**src/rtl/mesi_isc_cbus_agent.sv**
```systemverilog
// rtl/mesi_isc_cbus_agent.sv - MESI snoop responder with line-state table; optional write-back under MESI_ISC_CBUS_WB_EN
module mesi_isc_cbus_agent #(
    parameter int ADDR_WIDTH = 32,
    parameter int LINES      = 4
) (
    input  logic                  clk,
    input  logic                  rst,
    input  logic [2:0]            cbus_cmd_i,
    input  logic [ADDR_WIDTH-1:0] cbus_addr_i,
    output logic                  cbus_ack_o,
    output logic [2:0]            mbus_cmd_o,
    output logic [ADDR_WIDTH-1:0] mbus_addr_o,
    input  logic                  mbus_ack_i,
    input  logic                  loc_wr_i,
    input  logic [ADDR_WIDTH-1:0] loc_addr_i,
    output logic                  loc_busy_o,
    output logic [2*LINES-1:0]    line_state_o
);
    localparam int IDX_W = $clog2(LINES);

    localparam logic [2:0] CMD_NOP  = 3'd0;
    localparam logic [2:0] WR_SNOOP = 3'd1;
    localparam logic [2:0] RD_SNOOP = 3'd2;
    localparam logic [2:0] EN_WR    = 3'd3;
    localparam logic [2:0] EN_RD    = 3'd4;

    localparam logic [1:0] ST_I = 2'd0;
    localparam logic [1:0] ST_S = 2'd1;
    localparam logic [1:0] ST_E = 2'd2;
    localparam logic [1:0] ST_M = 2'd3;

    typedef enum logic [2:0] {IDLE, LOOKUP, WB_REQ, WB_WAIT, ACK, DROP} state_t;

    state_t                state, state_nxt;
    logic [2:0]            cmd_q;
    logic [ADDR_WIDTH-1:0] addr_q;
    logic [ADDR_WIDTH-1:0] tag_q [LINES];
    logic [1:0]            st_q  [LINES];

    logic [IDX_W-1:0] cmd_idx, loc_idx;
    logic             cmd_hit, loc_hit, wb_hit;

    assign cmd_idx = addr_q[IDX_W+1:2];
    assign loc_idx = loc_addr_i[IDX_W+1:2];
    assign cmd_hit = (st_q[cmd_idx] != ST_I) && (tag_q[cmd_idx] == addr_q);
    assign loc_hit = (st_q[loc_idx] != ST_I) && (tag_q[loc_idx] == loc_addr_i);

`ifdef MESI_ISC_CBUS_WB_EN
    assign wb_hit = cmd_hit && (st_q[cmd_idx] == ST_M) &&
                    ((cmd_q == WR_SNOOP) || (cmd_q == RD_SNOOP));
`else
    assign wb_hit = 1'b0;
`endif

    always_ff @(posedge clk) begin
        if (!rst) begin
            state <= IDLE;
        end else begin
            state <= state_nxt;
        end
    end

    always_comb begin
        state_nxt = state;
        case (state)
            IDLE:    if (cbus_cmd_i != CMD_NOP) state_nxt = LOOKUP;
            LOOKUP:  state_nxt = wb_hit ? WB_REQ : ACK;
            WB_REQ:  state_nxt = WB_WAIT;
            WB_WAIT: if (mbus_ack_i) state_nxt = ACK;
            ACK:     state_nxt = DROP;
            DROP:    if (cbus_cmd_i == CMD_NOP) state_nxt = IDLE;
            default: state_nxt = IDLE;
        endcase
    end

    // Outputs decode the registered state only, so no input reaches an output combinationally.
    always_comb begin
        cbus_ack_o  = (state == ACK);
        loc_busy_o  = (state != IDLE);
`ifdef MESI_ISC_CBUS_WB_EN
        mbus_cmd_o  = (state == WB_REQ || state == WB_WAIT) ? 3'd1 : 3'd0;
        mbus_addr_o = (state == WB_REQ || state == WB_WAIT) ? addr_q : '0;
`else
        mbus_cmd_o  = 3'd0;
        mbus_addr_o = '0;
`endif
    end

    always_ff @(posedge clk) begin
        if (!rst) begin
            cmd_q  <= CMD_NOP;
            addr_q <= '0;
            for (int i = 0; i < LINES; i++) begin
                tag_q[i] <= '0;
                st_q[i]  <= ST_I;
            end
        end else begin
            case (state)
                IDLE: begin
                    if (cbus_cmd_i != CMD_NOP) begin
                        cmd_q  <= cbus_cmd_i;
                        addr_q <= cbus_addr_i;
                    end else if (loc_wr_i && loc_hit && st_q[loc_idx] >= ST_E) begin
                        st_q[loc_idx] <= ST_M;
                    end
                end
                LOOKUP: begin
                    case (cmd_q)
                        WR_SNOOP: if (cmd_hit && !wb_hit) st_q[cmd_idx] <= ST_I;
                        RD_SNOOP: if (cmd_hit && !wb_hit && st_q[cmd_idx] >= ST_E)
                                      st_q[cmd_idx] <= ST_S;
                        EN_WR: begin
                            tag_q[cmd_idx] <= addr_q;
                            st_q[cmd_idx]  <= ST_M;
                        end
                        EN_RD: begin
                            tag_q[cmd_idx] <= addr_q;
                            st_q[cmd_idx]  <= ST_S;
                        end
                        default: ;
                    endcase
                end
                // Modified data has left the cache only once mbus accepts it.
                WB_WAIT: if (mbus_ack_i)
                    st_q[cmd_idx] <= (cmd_q == WR_SNOOP) ? ST_I : ST_S;
                default: ;
            endcase
        end
    end

    always_comb begin
        line_state_o = '0;
        for (int i = 0; i < LINES; i++) line_state_o[2*i +: 2] = st_q[i];
    end
endmodule

```
**config.mk**
```make
export PLATFORM = sky130hd
export DESIGN_NAME = mesi_isc_cbus_agent
export DESIGN_NICKNAME = d
export VERILOG_FILES = /design/src/rtl/mesi_isc_cbus_agent.sv
export SDC_FILE = /design/constraint.sdc
export NUM_CORES = 1
export LEC_CHECK = 0
export BUFFER_PORTS_ARGS = -buffer_cell sky130_fd_sc_hd__buf_2
export CAP_MARGIN = 15
export CORE_MARGIN = 3
export CORE_UTILIZATION = 30
export DETAILED_ROUTE_END_ITERATION = 16
export HOLD_SLACK_MARGIN = 0.15
export SYNTH_ARGS = -nofsm -noshare
export SYNTH_HDL_FRONTEND = slang
export SYNTH_SLANG_ARGS = --single-unit
```
**constraint.sdc**
```tcl
create_clock -name clk -period 4.8 [get_ports clk]
set_input_delay 0.24 -clock clk [delete_from_list [all_inputs] [get_ports clk]]
set_output_delay 0.24 -clock clk [all_outputs]
set_load 0.02 [all_outputs]
```
==> qor.tcl <==
set qor(cts-buffers-inserted) 17
set qor(yosys_warnings) 0
set qor(run_status) {complete, no violations}
set qor(finish.instance_area_sq_mm) 0.0112
set qor(class_of_the_tightest_hold_or_removal_check) {primary input to flop}
set qor(crit_path_end) {st_q[3][1]$_DFFE_PP_}
set qor(ys_seq_elements) 176
set qor(wire_length_of_the_first_global_routing_pass_um) 40500
set qor(drt_iter0_markers) 550
set qor(multi_input_area_sq_mm) 0.00425
set qor(drt-vias-per-instance) 5.07
set qor(cts_tree) {yes}
set qor(seq_power_share) 0.480
set qor(dieHeight_um) 184
set qor(synth_area_leader_cell) {sky130_fd_sc_hd__edfxtp_1}
set qor(final_antenna_net_count) 0
set qor(grtUsageTotal) 0.161
set qor(worstPathMaxFanout) 19
set qor(synth_seq_area_share) 0.515
set qor(required_ns) 4.93
set qor(rrSetupSlack_ns) 0.88
set qor(critical_path_class) {flop to flop}
set qor(htreeDepth) 4
set qor(antenna_found_initial) 1
set qor(grt_met3_usage) 0.0269
set qor(timing.final.max_slew_violations) 0
set qor(layout_cell_share_with_drive_strength_beyond_1) 0.225
set qor(die-width_um) 184
set qor(number_of_input_and_output_port_buffers_inserted) 80
set qor(synth.cell_area_sq_mm) 0.00949
set qor(timing.critical_path.arrival_ns) 4.04
set qor(setup.worst_path.start_class) {flop}
set qor(place_worst_setup_slack_ns) 0.906
set qor(pwr-share-comb) 0.154
set qor(final_hold_viol_count) 0
set qor(tightestPinTransition_ns) 1.20
set qor(clockBufferDepth) 2
set qor(final_critical_path_setup_slack_ns) 0.885
set qor(grt_pass1_vias) 6519
set qor(syn-instance-count) 763
set qor(top_level_ports) 116
set qor(synth_ff_type) {sky130_fd_sc_hd__edfxtp_1}
set qor(p_per_area_mw_per_mm2) 337
set qor(cts_setup_buffers) 0
set qor(number_of_synthesized_flops_with_an_enable_pin) 136
set qor(grt_overflow) 0
set qor(clk-insertion-delay-late_ns) 0.44
set qor(vias) 6491
set qor(dominant_cell_by_count_in_the_synthesized_netlist) {sky130_fd_sc_hd__edfxtp_1}
set qor(finalNetCount) 943
set qor(yosys.area.top_type_share) 0.430
set qor(netSwitchingPower_mw) 1.01
set qor(max_slew_margin) 0.201
set qor(sequential_cell_area_sq_mm) 0.00489
set qor(initial_core_utilization) 0.307
set qor(power.clock.fraction) 0.367
set qor(synth_cell_type_count) 54
set qor(drt_pre_antenna_iters) 5
set qor(drt_wl_total_um) 26800
set qor(hold_slack_ns) 0.258
set qor(r2r-end) {st_q[3][1]$_DFFE_PP_}
set qor(grt_setup_unrepaired) {no}
set qor(synth_commonest_cells) {136 x sky130_fd_sc_hd__edfxtp_1, 86 x sky130_fd_sc_hd__and2_1, 75 x sky130_fd_sc_hd__nand2_1}
set qor(total_leakage_power_nw) 4.16
set qor(syn2layout_area_growth_pct) 17.7
set qor(finalCritPeriodShare) 0.816
set qor(fin_worst_skew_ns) 0.00908
set qor(met1_usage) 0.217
set qor(final_period_minus_worst_setup_slack_ns) 3.92
set qor(clock.fmax_ghz) 0.255
set qor(synthesis.area_per_instance_sq_um) 12.4
set qor(cts.clk_slew.worst_paths_ns) 0.07
set qor(finalSetupViolCount) 0
set qor(max-vdd-ir-drop_v) 0.000224
set qor(remaining_drc_errors) 0
set qor(cts_sinks) 176
set qor(wl_per_cell_um) 20.9
set qor(die_area_sq_mm) 0.0338
set qor(setup_tns_ns) 0
set qor(rows) 64
set qor(grt_start_max_net_pins) 38
set qor(synth-async-reset-ratio) 0
set qor(place_area_sq_mm) 0.0102
set qor(grt.met2_usage) 0.265
set qor(drv.max_cap_violation_count) 0
set qor(reg2regPathDepth) 8
set qor(core-area_sq_mm) 0.0309
set qor(end_kind) {flop}
set qor(cts-root-buf) {sky130_fd_sc_hd__clkbuf_16}
set qor(gp_congestion) 0.883
set qor(grt_max_usage_layer) {met2}
set qor(cell_internal_power_mw) 2.75
set qor(num-fill-cells) 3036
set qor(post-dp-hpwl_um) 18000
set qor(p_sw_frac) 0.268
set qor(synth.area.top_cells) {sky130_fd_sc_hd__edfxtp_1 43%, sky130_fd_sc_hd__mux4_2 14%, sky130_fd_sc_hd__dfxtp_1 8.4%, sky130_fd_sc_hd__and2_1 5.7%, sky130_fd_sc_hd__xnor2_1 3.6%}
set qor(antenna_cells_inserted) 0
stage by stage:
| step | power, mW | instances | util |
|---|---|---|---|
| detailed placement | 2.40 | 1213 | 0.331 |
| floorplan | 2.21 | 801 | - |
| global placement | 2.39 | 1213 | 0.331 |
| global route | 3.90 | 1281 | 0.361 |
| CTS | 3.78 | 1281 | 0.361 |
| finish | 3.76 | 1281 | 0.361 |
layer usage:
layer | vias up | share of wire
met1 | 3244 | 0.44
li1 | 2974 | -
met4 | 0 | 0.028
met2 | 232 | 0.48
met5 | - | 0
met3 | 41 | 0.050
repair_timing:
item                      4_1_cts  5_1_grt
hold buffers                   36        0
hold endpoints to repair       39        0
resized for setup               0        0
worst min-delay path by stage:
| stage | start | end | slack, ns | depth (start not counted) |
|---|---|---|---|---|
| 4_1_cts | rst | state[1]$_SDFFE_PN0P_ | 0.25 | 3 |
| 3_5_place_dp | mbus_ack_i | state[1]$_SDFFE_PN0P_ | 0.45 | 2 |
| 2_1_floorplan | mbus_ack_i | state[1]$_SDFFE_PN0P_ | 0.33 | 1 |
| 3_3_place_gp | mbus_ack_i | state[1]$_SDFFE_PN0P_ | 0.46 | 2 |
| 5_1_grt | rst | state[1]$_SDFFE_PN0P_ | 0.28 | 3 |
| 6_report | rst | state[1]$_SDFFE_PN0P_ | 0.26 | 3 |
cell families after synthesis:
group	count (synthesis)	synth area share
compound gates	73	0.0473
xor+xnor	59	0.0545
buf+inv	95	0.0558
flops	176	0.515
mux	74	0.161
other cells	1	0.000395
simple gates	285	0.166
worst max-delay path, cell delays in order (launching register included):
cell,delay [ns]
sky130_fd_sc_hd__dfxtp_2,0.76
sky130_fd_sc_hd__buf_4,0.36
sky130_fd_sc_hd__mux4_2,0.54
sky130_fd_sc_hd__xor2_1,0.18
sky130_fd_sc_hd__nor4_1,0.47
sky130_fd_sc_hd__nand3_1,0.27
sky130_fd_sc_hd__or4b_4,0.64
sky130_fd_sc_hd__nand2_1,0.11
sky130_fd_sc_hd__mux2i_1,0.27
power by group through the flow:
| stage | clock network, mW | registers [mW] | logic, mW |
|---|---|---|---|
| after floorplan | 0 | 1.80 | 0.410 |
| after global placement | 0 | 1.84 | 0.557 |
| after detailed placement | 0 | 1.84 | 0.561 |
| after CTS | 1.39 | 1.81 | 0.586 |
| after global routing | 1.46 | 1.82 | 0.626 |
| final | 1.38 | 1.80 | 0.578 |
final cells by class:
cell class | count | share of cell area
clock inverter | 9 | 0.00975
inverter | 13 | 0.00437
multi-input combinational | 530 | 0.381
sequential | 176 | 0.438
timing repair buffer | 134 | 0.0813
clock buffer | 23 | 0.0419
tap | 396 | 0.0444
layout by cell type, fill, tap and decap left out, types with 15 or more instances in the layout:
cell type                       synthesis  layout
sky130_fd_sc_hd__nand2_1               75      75
sky130_fd_sc_hd__dfxtp_1               40      38
sky130_fd_sc_hd__xnor2_1               39      39
sky130_fd_sc_hd__a21oi_1               42      42
sky130_fd_sc_hd__clkbuf_16              0      17
sky130_fd_sc_hd__buf_4                 38      17
sky130_fd_sc_hd__dlygate4sd3_1          0      36
sky130_fd_sc_hd__nor2_1                17      16
sky130_fd_sc_hd__conb_1                 1      39
sky130_fd_sc_hd__mux4_2                59      59
sky130_fd_sc_hd__buf_2                  6      80
sky130_fd_sc_hd__nand4_1               15      15
sky130_fd_sc_hd__and2_1                86      86
sky130_fd_sc_hd__edfxtp_1             136     136
sky130_fd_sc_hd__and3_1                29      29
sky130_fd_sc_hd__xor2_1                20      20
state kept, by name, indices dropped and copies added (netlist names), named ones only:
name,count
state,3
tag_q,128
st_q,8
cmd_q,3
addr_q,32
No activity file was read; power rests on OpenSTA's default activity.
